$ cat config.mk
export PLATFORM = sky130hd
export DESIGN_NAME = mem_rd_arbiter
export DESIGN_NICKNAME = d
export VERILOG_FILES = /design/src/rtl/mem_rd_arbiter.sv
export SDC_FILE = /design/constraint.sdc
export NUM_CORES = 1
export LEC_CHECK = 0
export ABC_CLOCK_PERIOD_IN_PS = 2700
export CORE_ASPECT_RATIO = 1.25
export CORE_UTILIZATION = 34
export CTS_CLUSTER_DIAMETER = 60
export DETAILED_ROUTE_END_ITERATION = 10
export GPL_TIMING_DRIVEN = 0
export HOLD_SLACK_MARGIN = 0.08
export PLACE_DENSITY = 0.91
export SETUP_SLACK_MARGIN = 0.4
export SLEW_MARGIN = 10
export SYNTH_ARGS = -nofsm -noshare
export SYNTH_HDL_FRONTEND = slang
export SYNTH_SLANG_ARGS = --single-unit
$ cat constraint.sdc
create_clock -name clk -period 2.7 [get_ports clk]
set_input_delay 0.405 -clock clk [delete_from_list [all_inputs] [get_ports clk]]
set_output_delay 0.405 -clock clk [all_outputs]
set_load 0.1 [all_outputs]
$ cat src/rtl/mem_rd_arbiter.sv
// mem_rd_arbiter
// Merges icache and dcache read bursts onto a single AXI3-style AR/R channel.
// Each cache may have at most one burst outstanding; both may be in flight
// at once. R beats are steered back to their owner by RID.
//
// Handshake semantics: a transfer on AR happens on a rising clk edge where
// ar_valid and ar_ready are both 1. ar_valid is driven from a register and,
// once raised, stays high with ar_addr/ar_len/ar_id frozen until that edge.
// The R channel never back-pressures: r_ready is 1 whenever any burst is
// outstanding, and the owning cache must take each beat in the cycle it is
// presented.
//
// Optional feature: define MEM_RD_ARB_RR_EN for round-robin tie breaking.
// Without it, dcache always wins a tie and no rr_last register exists.
//
// dbg_state_o exposes the AR FSM state (0 = IDLE, 1 = ISSUE).

module mem_rd_arbiter #(
    parameter logic [3:0] IC_ID = 4'd0,
    parameter logic [3:0] DC_ID = 4'd1,
    parameter int         LEN_W = 8
) (
    input  logic             clk,
    input  logic             rst,

    // icache side
    input  logic             ic_req,
    input  logic [31:0]      ic_addr,
    input  logic [LEN_W-1:0] ic_len,
    output logic             ic_gnt,
    output logic             ic_rvalid,

    // dcache side
    input  logic             dc_req,
    input  logic [31:0]      dc_addr,
    input  logic [LEN_W-1:0] dc_len,
    output logic             dc_gnt,
    output logic             dc_rvalid,

    // shared return data
    output logic [31:0]      rd_data,
    output logic             rd_last,

    // AXI AR channel
    output logic             ar_valid,
    input  logic             ar_ready,
    output logic [31:0]      ar_addr,
    output logic [LEN_W-1:0] ar_len,
    output logic [3:0]       ar_id,

    // AXI R channel
    input  logic             r_valid,
    output logic             r_ready,
    input  logic [31:0]      r_data,
    input  logic             r_last,
    input  logic [3:0]       r_id,

    // FSM observation
    output logic             dbg_state_o
);

    typedef enum logic {
        ST_IDLE  = 1'b0,
        ST_ISSUE = 1'b1
    } state_e;

    typedef enum logic {
        M_IC = 1'b0,
        M_DC = 1'b1
    } master_e;

    state_e           state_q, state_d;
    master_e          win_q, win_d;

    logic             ar_valid_q, ar_valid_d;
    logic [31:0]      ar_addr_q, ar_addr_d;
    logic [LEN_W-1:0] ar_len_q, ar_len_d;
    logic [3:0]       ar_id_q, ar_id_d;

    logic             ic_gnt_q, ic_gnt_d;
    logic             dc_gnt_q, dc_gnt_d;
    logic             ic_out_q, ic_out_d;
    logic             dc_out_q, dc_out_d;

`ifdef MEM_RD_ARB_RR_EN
    master_e          rr_last_q, rr_last_d;
`endif

    logic             ic_elig;
    logic             dc_elig;
    logic             pick_dc;
    logic             ar_hs;
    logic             ic_beat;
    logic             dc_beat;

    // A cache may only compete when it has no burst outstanding.
    assign ic_elig = ic_req & ~ic_out_q;
    assign dc_elig = dc_req & ~dc_out_q;
    assign ar_hs   = ar_valid_q & ar_ready;

    // R path: beats are accepted only for an ID that owns an outstanding burst.
    assign ic_beat = r_valid & (r_id == IC_ID) & ic_out_q;
    assign dc_beat = r_valid & (r_id == DC_ID) & dc_out_q;

    // Winner selection among eligible requesters; only consumed in IDLE.
    always_comb begin
        pick_dc = 1'b0;
        if (ic_elig && dc_elig) begin
`ifdef MEM_RD_ARB_RR_EN
            // The master not granted last time takes the tie.
            pick_dc = (rr_last_q == M_IC);
`else
            // Fixed priority: dcache misses stall loads, so they go first.
            pick_dc = 1'b1;
`endif
        end else begin
            pick_dc = dc_elig;
        end
    end

    // AR FSM next-state and registered-output next values.
    always_comb begin
        state_d    = state_q;
        win_d      = win_q;
        ar_valid_d = ar_valid_q;
        ar_addr_d  = ar_addr_q;
        ar_len_d   = ar_len_q;
        ar_id_d    = ar_id_q;
        ic_gnt_d   = 1'b0;
        dc_gnt_d   = 1'b0;

        case (state_q)
            ST_IDLE: begin
                if (ic_elig || dc_elig) begin
                    state_d    = ST_ISSUE;
                    ar_valid_d = 1'b1;
                    win_d      = pick_dc ? M_DC : M_IC;
                    ar_addr_d  = pick_dc ? dc_addr : ic_addr;
                    ar_len_d   = pick_dc ? dc_len : ic_len;
                    ar_id_d    = pick_dc ? DC_ID : IC_ID;
                end
            end
            ST_ISSUE: begin
                // No re-arbitration here: the registered request is held
                // until the bridge takes it.
                if (ar_hs) begin
                    state_d    = ST_IDLE;
                    ar_valid_d = 1'b0;
                    if (win_q == M_DC) begin
                        dc_gnt_d = 1'b1;
                    end else begin
                        ic_gnt_d = 1'b1;
                    end
                end
            end
            default: begin
                state_d    = ST_IDLE;
                ar_valid_d = 1'b0;
            end
        endcase
    end

    // Outstanding flags: set on the AR handshake, cleared by the owner's last beat.
    // Set and clear of the same ID cannot coincide because out=1 blocks a new grant.
    always_comb begin
        ic_out_d = ic_out_q;
        dc_out_d = dc_out_q;
        if (ic_gnt_d) begin
            ic_out_d = 1'b1;
        end else if (ic_beat && r_last) begin
            ic_out_d = 1'b0;
        end
        if (dc_gnt_d) begin
            dc_out_d = 1'b1;
        end else if (dc_beat && r_last) begin
            dc_out_d = 1'b0;
        end
    end

`ifdef MEM_RD_ARB_RR_EN
    // Round-robin history follows the master granted at each AR handshake.
    always_comb begin
        rr_last_d = rr_last_q;
        if (ar_hs) begin
            rr_last_d = win_q;
        end
    end

    // Round-robin history register; reset so icache wins the first tie.
    always_ff @(posedge clk) begin
        if (rst) begin
            rr_last_q <= M_DC;
        end else begin
            rr_last_q <= rr_last_d;
        end
    end
`endif

    // State, AR registers, grant pulses and outstanding flags.
    always_ff @(posedge clk) begin
        if (rst) begin
            state_q    <= ST_IDLE;
            win_q      <= M_IC;
            ar_valid_q <= 1'b0;
            ar_addr_q  <= '0;
            ar_len_q   <= '0;
            ar_id_q    <= '0;
            ic_gnt_q   <= 1'b0;
            dc_gnt_q   <= 1'b0;
            ic_out_q   <= 1'b0;
            dc_out_q   <= 1'b0;
        end else begin
            state_q    <= state_d;
            win_q      <= win_d;
            ar_valid_q <= ar_valid_d;
            ar_addr_q  <= ar_addr_d;
            ar_len_q   <= ar_len_d;
            ar_id_q    <= ar_id_d;
            ic_gnt_q   <= ic_gnt_d;
            dc_gnt_q   <= dc_gnt_d;
            ic_out_q   <= ic_out_d;
            dc_out_q   <= dc_out_d;
        end
    end

    assign ar_valid    = ar_valid_q;
    assign ar_addr     = ar_addr_q;
    assign ar_len      = ar_len_q;
    assign ar_id       = ar_id_q;
    assign ic_gnt      = ic_gnt_q;
    assign dc_gnt      = dc_gnt_q;

    assign r_ready     = ic_out_q | dc_out_q;
    assign ic_rvalid   = ic_beat;
    assign dc_rvalid   = dc_beat;
    assign rd_data     = r_data;
    assign rd_last     = r_last;

    assign dbg_state_o = state_q;

endmodule

==> results of run 1 <==
-- power by group --
part	internal, mW	switching (mW)
logic	0.376	0.839
registers	0.756	0.0350
clock network	0.276	0.236
total	1.41	1.11
-- tightest hold or removal path: stages (launching register included) --
cell	delay, ps
dfxtp_1	310
nand2_1	50
o22ai_1	60
-- per-stage QoR --
step | instance area [µm²] | setup TNS [ps]
2_1_floorplan | 2320 | 0
5_1_grt | 4250 | 0
6_report | 4250 | 0
3_5_place_dp | 4140 | -711
4_1_cts | 4240 | 0
3_3_place_gp | 4140 | -607
-- registers in the layout, summed over array words and instances (netlist names) --
register,count
dc_gnt,1
ar_len,8
ic_out_q,1
ar_addr,32
ar_id,1
ar_valid,1
ic_gnt,1
dbg_state_o,1
dc_out_q,1
-- worst max-delay path by stage --
stage / from / depth (start not counted) / endpoint / slack [ps]
6_report: ar_addr[23]$_SDFFE_PP0P_ / 1 / ar_addr[23] / 470
5_1_grt: ar_addr[22]$_SDFFE_PP0P_ / 1 / ar_addr[22] / 420
4_1_cts: r_id[1] / 4 / ic_rvalid / 350
3_5_place_dp: r_id[1] / 4 / ic_rvalid / -360
3_3_place_gp: r_id[1] / 4 / ic_rvalid / -310
2_1_floorplan: r_id[1] / 2 / ic_rvalid / 710
-- placed cells by master (no fill, tap or decap), types with 2 or more instances in the layout --
cell type        netlist  layout
clkbuf_1               4       4
conb_1                 1       3
buf_4                 38      39
dlygate4sd2_1          0       3
nor2b_1                3       3
nand2_1               44      44
o22ai_1               40      40
a21oi_1                2       2
clkdlybuf4s50_1        0     165
buf_6                  4       4
dfxtp_1               47      47
nor2_1                 2       2
clkbuf_8               0       5
buf_2                  8       8
mux2i_1               40      40
-- routing by layer --
| layer | vias to the layer above | track usage |
|---|---|---|
| met5 | - | 0 |
| met4 | 0 | 0.0586 |
| met3 | 7 | 0.0418 |
| met2 | 126 | 0.378 |
| met1 | 1127 | 0.182 |
| li1 | 1197 | - |
-- cell families after synthesis --
family,Yosys count,synth area share
and+or+nand+nor,59,0.117
buffers and inverters,55,0.168
AOI/OAI and AO/OA,48,0.134
DFF,47,0.406
muxes,40,0.173
other,1,0.00162
-- layout make-up --
| type | instances | area (µm²) | area share |
|---|---|---|---|
| multi-input cells | 150 | 1000 | 0.236 |
| plain buffers | 54 | 385 | 0.0907 |
| inverters | 1 | 3.75 | 0.000883 |
| clock buffers | 5 | 68.8 | 0.0162 |
| clock inverters | 3 | 43.8 | 0.0103 |
| repair buffers | 171 | 1700 | 0.399 |
| flip-flops and latches | 47 | 941 | 0.221 |
| well taps | 87 | 109 | 0.0256 |
-- what timing repair did --
| item | 4_1_cts | 5_1_grt |
|---|---|---|
| cloned | 0 | 0 |
| gates resized for setup | 16 | 3 |
| endpoints found under the hold margin | 0 | 0 |
| setup endpoints to repair | 6 | 2 |
| pin swaps | 0 | 0 |
==> impl_metrics.yaml, run 1 <==
floorplan:
  initial_core_util: 0.353
  io-pin-count: 207
  core_um2: 6570
  die_x_um: 75.8
  dieArea_um2: 7140
  rows: 33
  die_h_um: 94.3
synthesis:
  yosysMostFrequentCell: "dfxtp_1"
  synth_area_um2: 2310
  yosysUniqueCellTypes: 29
  netlist.area_leader.share: 0.406
  ys_seq_area_frac: 0.406
  ys_seq_elements: 47
  synthCells: 250
  yosys-top-cells-area: "dfxtp_1, mux2i_1, buf_4, o22ai_1, nand2_1"
  synth_common_cells: "dfxtp_1, nand2_1, mux2i_1, o22ai_1, buf_4"
  synth_area_per_cell_um2: 9.26
  synth_area_leader_cell: "dfxtp_1"
  synthArstFlopShare: 0
  ys.flop_type: "dfxtp_1"
  synth-edff-count: 0
  ys_warn_count: 0
global_route:
  grt_max_degree: 16
  antenna_found_initial: 0
  grtUsageTotal: 0.189
  overflow: 0
  grt_pass1_vias: 2426
  grt_pass1_wl_um: 10300
routing:
  dr_wl_met3_um: 655
  route.vias.total: 2457
  drt_wl_total_um: 7160
  first_iter_violations: 57
  vias_per_cell: 4.74
  wl_met1_um: 2500
  wl_per_cell_um: 13.8
  wl_met2_um: 3920
  first_pass_iters: 4
  antenna_left: 0
  maxUsedRoutingLayer: "met4"
  drc: 0
pwr:
  vdd_drop_max_mv: 0.334
  pwr_density_cell_nw_per_um2: 592
  power.total_mw: 2.52
  power.leakage_nw: 1.78
clock_network:
  cts_sinks: 47
  clock_latency_ps: 290
  cts-buffers-inserted: 5
  path_clk_slew_ps: 90
  clockBufferDepth: 2
  h-tree-depth: 2
  cts_root_buf: "clkbuf_8"
  cts.hold.buffers_added: 0
  cts_tree: "built"
  postCtsSetupBuffers: 0
timing:
  worstMarginPinSlew_ps: 996
  fmax_ghz: 0.449
  hold_viol: 0
  setup-violations-final: 0
  holdWs_ps: 473
  fin_crit_sh: 0.824
  clock-skew-final_ps: 7.35
  worst_slack_ps: 475
  min_period_ps: 2230
  rsz0062_at_grt: "no"
  maxSlewHeadroom: 0.334
  drv_slew: 0
worst_setup_path:
  critical_path_required_ps: 2300
  cp_top_family: "buffers and inverters"
  r2r-start: "dc_out_q$_SDFFE_PP0P_"
  end_kind: "primary output"
  r2r_cells: 5
  critPathLaunchType: "register"
  max_stage_delay_ps: 1160
  path_buf_inv: 1
  arrival_ps: 1820
  r2r_slack_ps: 1370
  worstPathCellList: "clkdlybuf4s50_1"
  critPathMaxFanout: 2
  rr_endpoint: "ar_addr[26]$_SDFFE_PP0P_"
  cp_slowest_cell: "clkdlybuf4s50_1"
  path_class: "register to primary output"
hold_path:
  hold_end: "ar_addr[29]$_SDFFE_PP0P_"
  min_path_type: "register to register"
  hold_depth: 2
  min_from: "ar_addr[29]$_SDFFE_PP0P_"
finish:
  drive_gt1_frac: 0.153
  diodes: 0
  synthToLayoutAreaGrowth_pct: 83.6
  finish.net_count: 553
  fin_util: 0.647
  finalNonFillerCells: 518
  fillers: 541
flow_run:
  maxCapViolations: 0
run_status:
  status: "finished, final reports clean"
placed_design:
  finalWeightedCongestion: 0.684
  port-buffer-count: 171
  pre_cts_slack_ps: -360
  dp.cells: 510
  dp_hpwl_um: 5880
Note: power is estimated with default switching activity, not from simulation.
==> run 2, diff against run 1 <==
Settings changed: ABC_CLOCK_PERIOD_IN_PS 2700 to 2000, CORE_UTILIZATION 34 to 28, PLACE_DENSITY 0.91 to 0.81.
Clock period 2.7 ns to 2 ns, I/O delays scaled along.
==> impl_metrics.yaml, run 2 (synthesized netlist as in run 1, its figures left out) <==
finish:
  multi_input_area_um2: 1010
  final_common_cell: "clkdlybuf4s50_1"
  finalNonFillerCells: 526
  largest_reg_flops: 32
  fillers: 725
  drive_gt1_frac: 0.269
  design_area_um2: 4300
  diodes: 0
  layout_common_cells: "clkdlybuf4s50_1, dfxtp_1, nand2_1"
  synthToLayoutAreaGrowth_pct: 85.7
  finish.net_count: 554
  register_area_um2: 942
timing:
  hold_viol: 0
  fin_crit_sh: 0.781
  worstMarginPinSlew_ps: 957
  fmax_ghz: 0.641
  setup-violations-final: 0
  worst_slack_ps: 439
  rsz0062_at_grt: "yes"
  maxSlewHeadroom: 0.365
  holdWs_ps: 474
  clock-skew-final_ps: 5.41
  tns_ps: 0
  min_period_ps: 1560
  drv_slew: 0
worst_setup_path:
  worstPathCellList: "clkdlybuf4s15_1 -> nor4b_4 -> and3b_2 -> buf_12"
  critPathLaunchType: "input pin"
  end_kind: "primary output"
  arrival_ps: 1260
  max_stage_delay_ps: 320
  critical_path_required_ps: 1700
  cp_slowest_cell: "nor4b_4"
  critPathMaxFanout: 3
  path_class: "input pin to primary output"
pwr:
  power.leakage_nw: 1.85
  p_int_mw: 1.85
  pwr_density_cell_nw_per_um2: 775
  p_switching_mw: 1.48
  clockPowerShare: 0.201
  vdd_drop_max_mv: 0.355
  swShare: 0.446
  p_comb_frac: 0.478
  p_seq_frac: 0.320
routing:
  vias_per_cell: 4.67
  first_pass_iters: 4
  route.vias.total: 2457
  antenna_left: 0
  first_iter_violations: 48
  drc: 0
  wl_per_cell_um: 14.0
  drt_wl_total_um: 7340
flow_run:
  maxCapViolations: 0
placed_design:
  placed_cell_area_um2: 4160
  port-buffer-count: 171
  pre_cts_slack_ps: -808
  finalWeightedCongestion: 0.697
  dp.cells: 518
  dp_hpwl_um: 5820
clock_network:
  clockBufferDepth: 2
  path_clk_slew_ps: 80
  cts_sinks: 47
  cts_tree: "built"
  cts_root_buf: "clkbuf_8"
  h-tree-depth: 2
  clock_latency_ps: 290
  cts-buffers-inserted: 5
global_route:
  overflow: 0
  grt_max_degree: 14
  grt_pass1_vias: 2492
  grtUsageTotal: 0.168
  antenna_found_initial: 0
  grt_pass1_wl_um: 11900
floorplan:
  rows: 36
  die_x_um: 83.3
  die_h_um: 104
  dieArea_um2: 8640
  io-pin-count: 207
  core_um2: 7880
  initial_core_util: 0.294
run_status:
  status: "finished, final reports clean"
hold_path:
  min_path_type: "register to register"
==> run 2: changes by cell type in the layout (fill, tap and decap cells not counted), sizes merged <==
cell	delta
buf	+5
clkinv	-2
clkdlybuf4s50	-79
clkdlybuf4s15	+45
dlygate4sd2	+31
==> run 2: power groups by stage <==
stage / Combinational, mW / Clock (mW) / Sequential [mW]
floorplan: 0.594 / 0 / 1.67
global placement: 1.64 / 0 / 1.09
detailed placement: 1.65 / 0 / 1.09
CTS: 1.60 / 0.697 / 1.07
global route: 1.65 / 0.733 / 1.08
finish: 1.59 / 0.671 / 1.07
==> run 2: worst max-delay path, delay by kind of cell <==
family,cells,cell delay (ps)
buffers and inverters,2,380
and+or+nand+nor,2,580
==> run 2: final timing paths <==
check                           from  slack [ps]  cells after the start                      end
min          ar_addr[3]$_SDFFE_PP0P_         470                      2  ar_addr[3]$_SDFFE_PP0P_
min reg2reg  ar_addr[3]$_SDFFE_PP0P_         470                      2  ar_addr[3]$_SDFFE_PP0P_
max reg2reg    dc_out_q$_SDFFE_PP0P_         610                      5  ar_addr[8]$_SDFFE_PP0P_
max                          r_id[1]         440                      4                ic_rvalid
==> run 2: layer usage <==
layer | share of wire | track usage | vias to the layer above
met4 | 0.025 | 0.0579 | 0
met1 | 0.38 | 0.181 | 1116
li1 | - | - | 1199
met5 | 0 | 0 | -
met3 | 0.077 | 0.0414 | 15
met2 | 0.52 | 0.314 | 127
==> run 2: cell type report <==
cell class | count | area share
Buffer | 54 | 0.0902
Clock buffer | 6 | 0.0169
Clock inverter | 1 | 0.00699
Inverter | 1 | 0.000873
Multi-Input combinational cell | 150 | 0.234
Sequential cell | 47 | 0.219
Tap cell | 95 | 0.0277
Timing Repair Buffer | 172 | 0.404
==> run 2: through the flow <==
stage	util	power [mW]
floorplan	-	2.27
global placement	0.527	2.72
detailed placement	0.527	2.74
CTS	0.544	3.37
finish	0.545	3.33
global route	0.545	3.46
==> run 2: repair_timing <==
action	CTS	global route
pin swaps	2	2
hold buffers	0	0
setup endpoints to repair	81	14
cloned	0	0
buffers inserted	1	0
gates resized for setup	203	10
==> run 3, diff against run 2 <==
Settings changed: ABC_CLOCK_PERIOD_IN_PS 2000 to 1600, CORE_UTILIZATION 28 to 31, PLACE_DENSITY 0.81 to 0.84.
Clock period 2 ns to 1.6 ns, I/O delays scaled along.
==> impl_metrics.yaml, run 3 (synthesized netlist as in run 1, its figures left out) <==
clock_network:
  clockBufferDepth: 2
  cts-buffers-inserted: 5
  cts.hold.buffers_added: 0
  cts_sinks: 47
  clock_latency_ps: 290
  path_clk_slew_ps: 90
  cts_root_buf: "clkbuf_8"
  cts_tree: "built"
  h-tree-depth: 2
timing:
  worstMarginPinSlew_ps: 550
  clock-skew-final_ps: 5.20
  setup-violations-final: 0
  rsz0062_at_grt: "yes"
  tns_ps: 0
  worst_slack_ps: 206
  drv_slew: 0
  maxSlewHeadroom: 0.635
  hold_viol: 0
  min_period_ps: 1390
  fmax_ghz: 0.717
  fin_crit_sh: 0.871
  holdWs_ps: 302
finish:
  synthToLayoutAreaGrowth_pct: 116
  finish.net_count: 572
  layout_common_cells: "buf_4, clkdlybuf4s50_1, nand2_1"
  design_area_um2: 5000
  multi_input_area_um2: 1320
  drive_gt1_frac: 0.567
  largest_reg_flops: 32
  register_area_um2: 1010
  fillers: 544
  final_common_cell: "buf_4"
  diodes: 0
worst_setup_path:
  critical_path_required_ps: 1360
  critPathMaxFanout: 4
  cp_slowest_cell: "nor4b_4"
  r2r-start: "dc_out_q$_SDFFE_PP0P_"
  critPathLaunchType: "input pin"
  max_stage_delay_ps: 360
  worstPathCellList: "buf_6 -> nor4b_4 -> and3b_4 -> buf_12"
  cp_top_family: "simple AND/OR/NAND/NOR gates"
  startpoint: "r_id[3]"
  end_kind: "primary output"
  path_buf_inv: 2
  path_class: "input pin to primary output"
  arrival_ps: 1150
flow_run:
  maxCapViolations: 0
global_route:
  antenna_found_initial: 0
  grt_pass1_wl_um: 12700
  grt_max_degree: 15
  grt_pass1_vias: 2719
  grtUsageTotal: 0.208
  overflow: 0
pwr:
  pwr_density_cell_nw_per_um2: 883
  vdd_drop_max_mv: 0.551
  power.total_mw: 4.42
  power.leakage_nw: 2.13
placed_design:
  placed_cell_area_um2: 4220
  port-buffer-count: 171
  dp_hpwl_um: 6070
  finalWeightedCongestion: 0.766
  pre_cts_slack_ps: -1080
floorplan:
  die_x_um: 79.3
  core_um2: 7100
  initial_core_util: 0.326
  io-pin-count: 207
  dieArea_um2: 7820
  rows: 34
  die_h_um: 98.6
routing:
  first_pass_iters: 4
  drc: 0
  first_iter_violations: 51
  drt_wl_total_um: 8410
  antenna_left: 0
  vias_per_cell: 4.81
  wl_per_cell_um: 15.6
  route.vias.total: 2599
run_status:
  status: "finished, final reports clean"
hold_path:
  min_path_type: "input pin to register"
  min_from: "r_id[3]"
## run 3: cell types whose count changed in the layout (fill, tap and decap cells not counted), moves of 12 or more
cell	change
dfxtp_1	-43
dfxtp_2	+39
mux2i_1	-13
buf_4	+46
buf_6	+12
dlygate4sd2_1	-29
o22ai_1	-21
o22ai_2	+20
## run 3: area by class of cell
class / count / area share
timing repair buffer: 190 / 0.399
inverter: 1 / 0.00100
sequential: 47 / 0.201
clock buffer: 7 / 0.0173
multi-input combinational: 150 / 0.264
buffer: 54 / 0.0945
clock inverter: 1 / 0.00100
tap: 90 / 0.0225
## run 3: stage by stage
| stage | utilization | cells |
|---|---|---|
| global route | 0.704 | 540 |
| global placement | 0.594 | 513 |
| finish | 0.704 | 540 |
| floorplan | - | 252 |
| CTS | 0.679 | 538 |
| detailed placement | 0.594 | 513 |
## run 3: timing repair
action | CTS | global route
pin swaps | 9 | 8
gates cloned | 9 | 0
setup buffers | 8 | 2
setup endpoints to repair | 123 | 48
gates resized for setup | 507 | 28
## run 3: routing by layer
layer	global-route usage	wire length, µm	up-vias	part of all wire
met5	0	0	-	0
li1	-	-	1244	-
met2	0.428	4730	138	0.56
met1	0.202	2860	1203	0.34
met4	0.0559	183	0	0.022
met3	0.0417	643	14	0.076
## run 3: tightest hold or removal path, stage by stage
cell and delay [ps]:
buf_6 80, nor4b_4 40, nand3_1 70, a31o_1 130
## run 3: final timing paths
| kind | to | slack, ps | cells past startpoint |
|---|---|---|---|
| worst max-delay path | ic_rvalid | 210 | 4 |
| worst min-delay path | dc_out_q$_SDFFE_PP0P_ | 300 | 4 |
| worst max register to register | ar_addr[20]$_SDFFE_PP0P_ | 260 | 6 |
| worst min register to register | ar_addr[19]$_SDFFE_PP0P_ | 470 | 2 |
## run 3: power breakdown
group | switching [mW] | internal [mW]
sequential | 0.0688 | 1.29
clock | 0.383 | 0.349
combinational | 1.52 | 0.802
total | 1.97 | 2.44
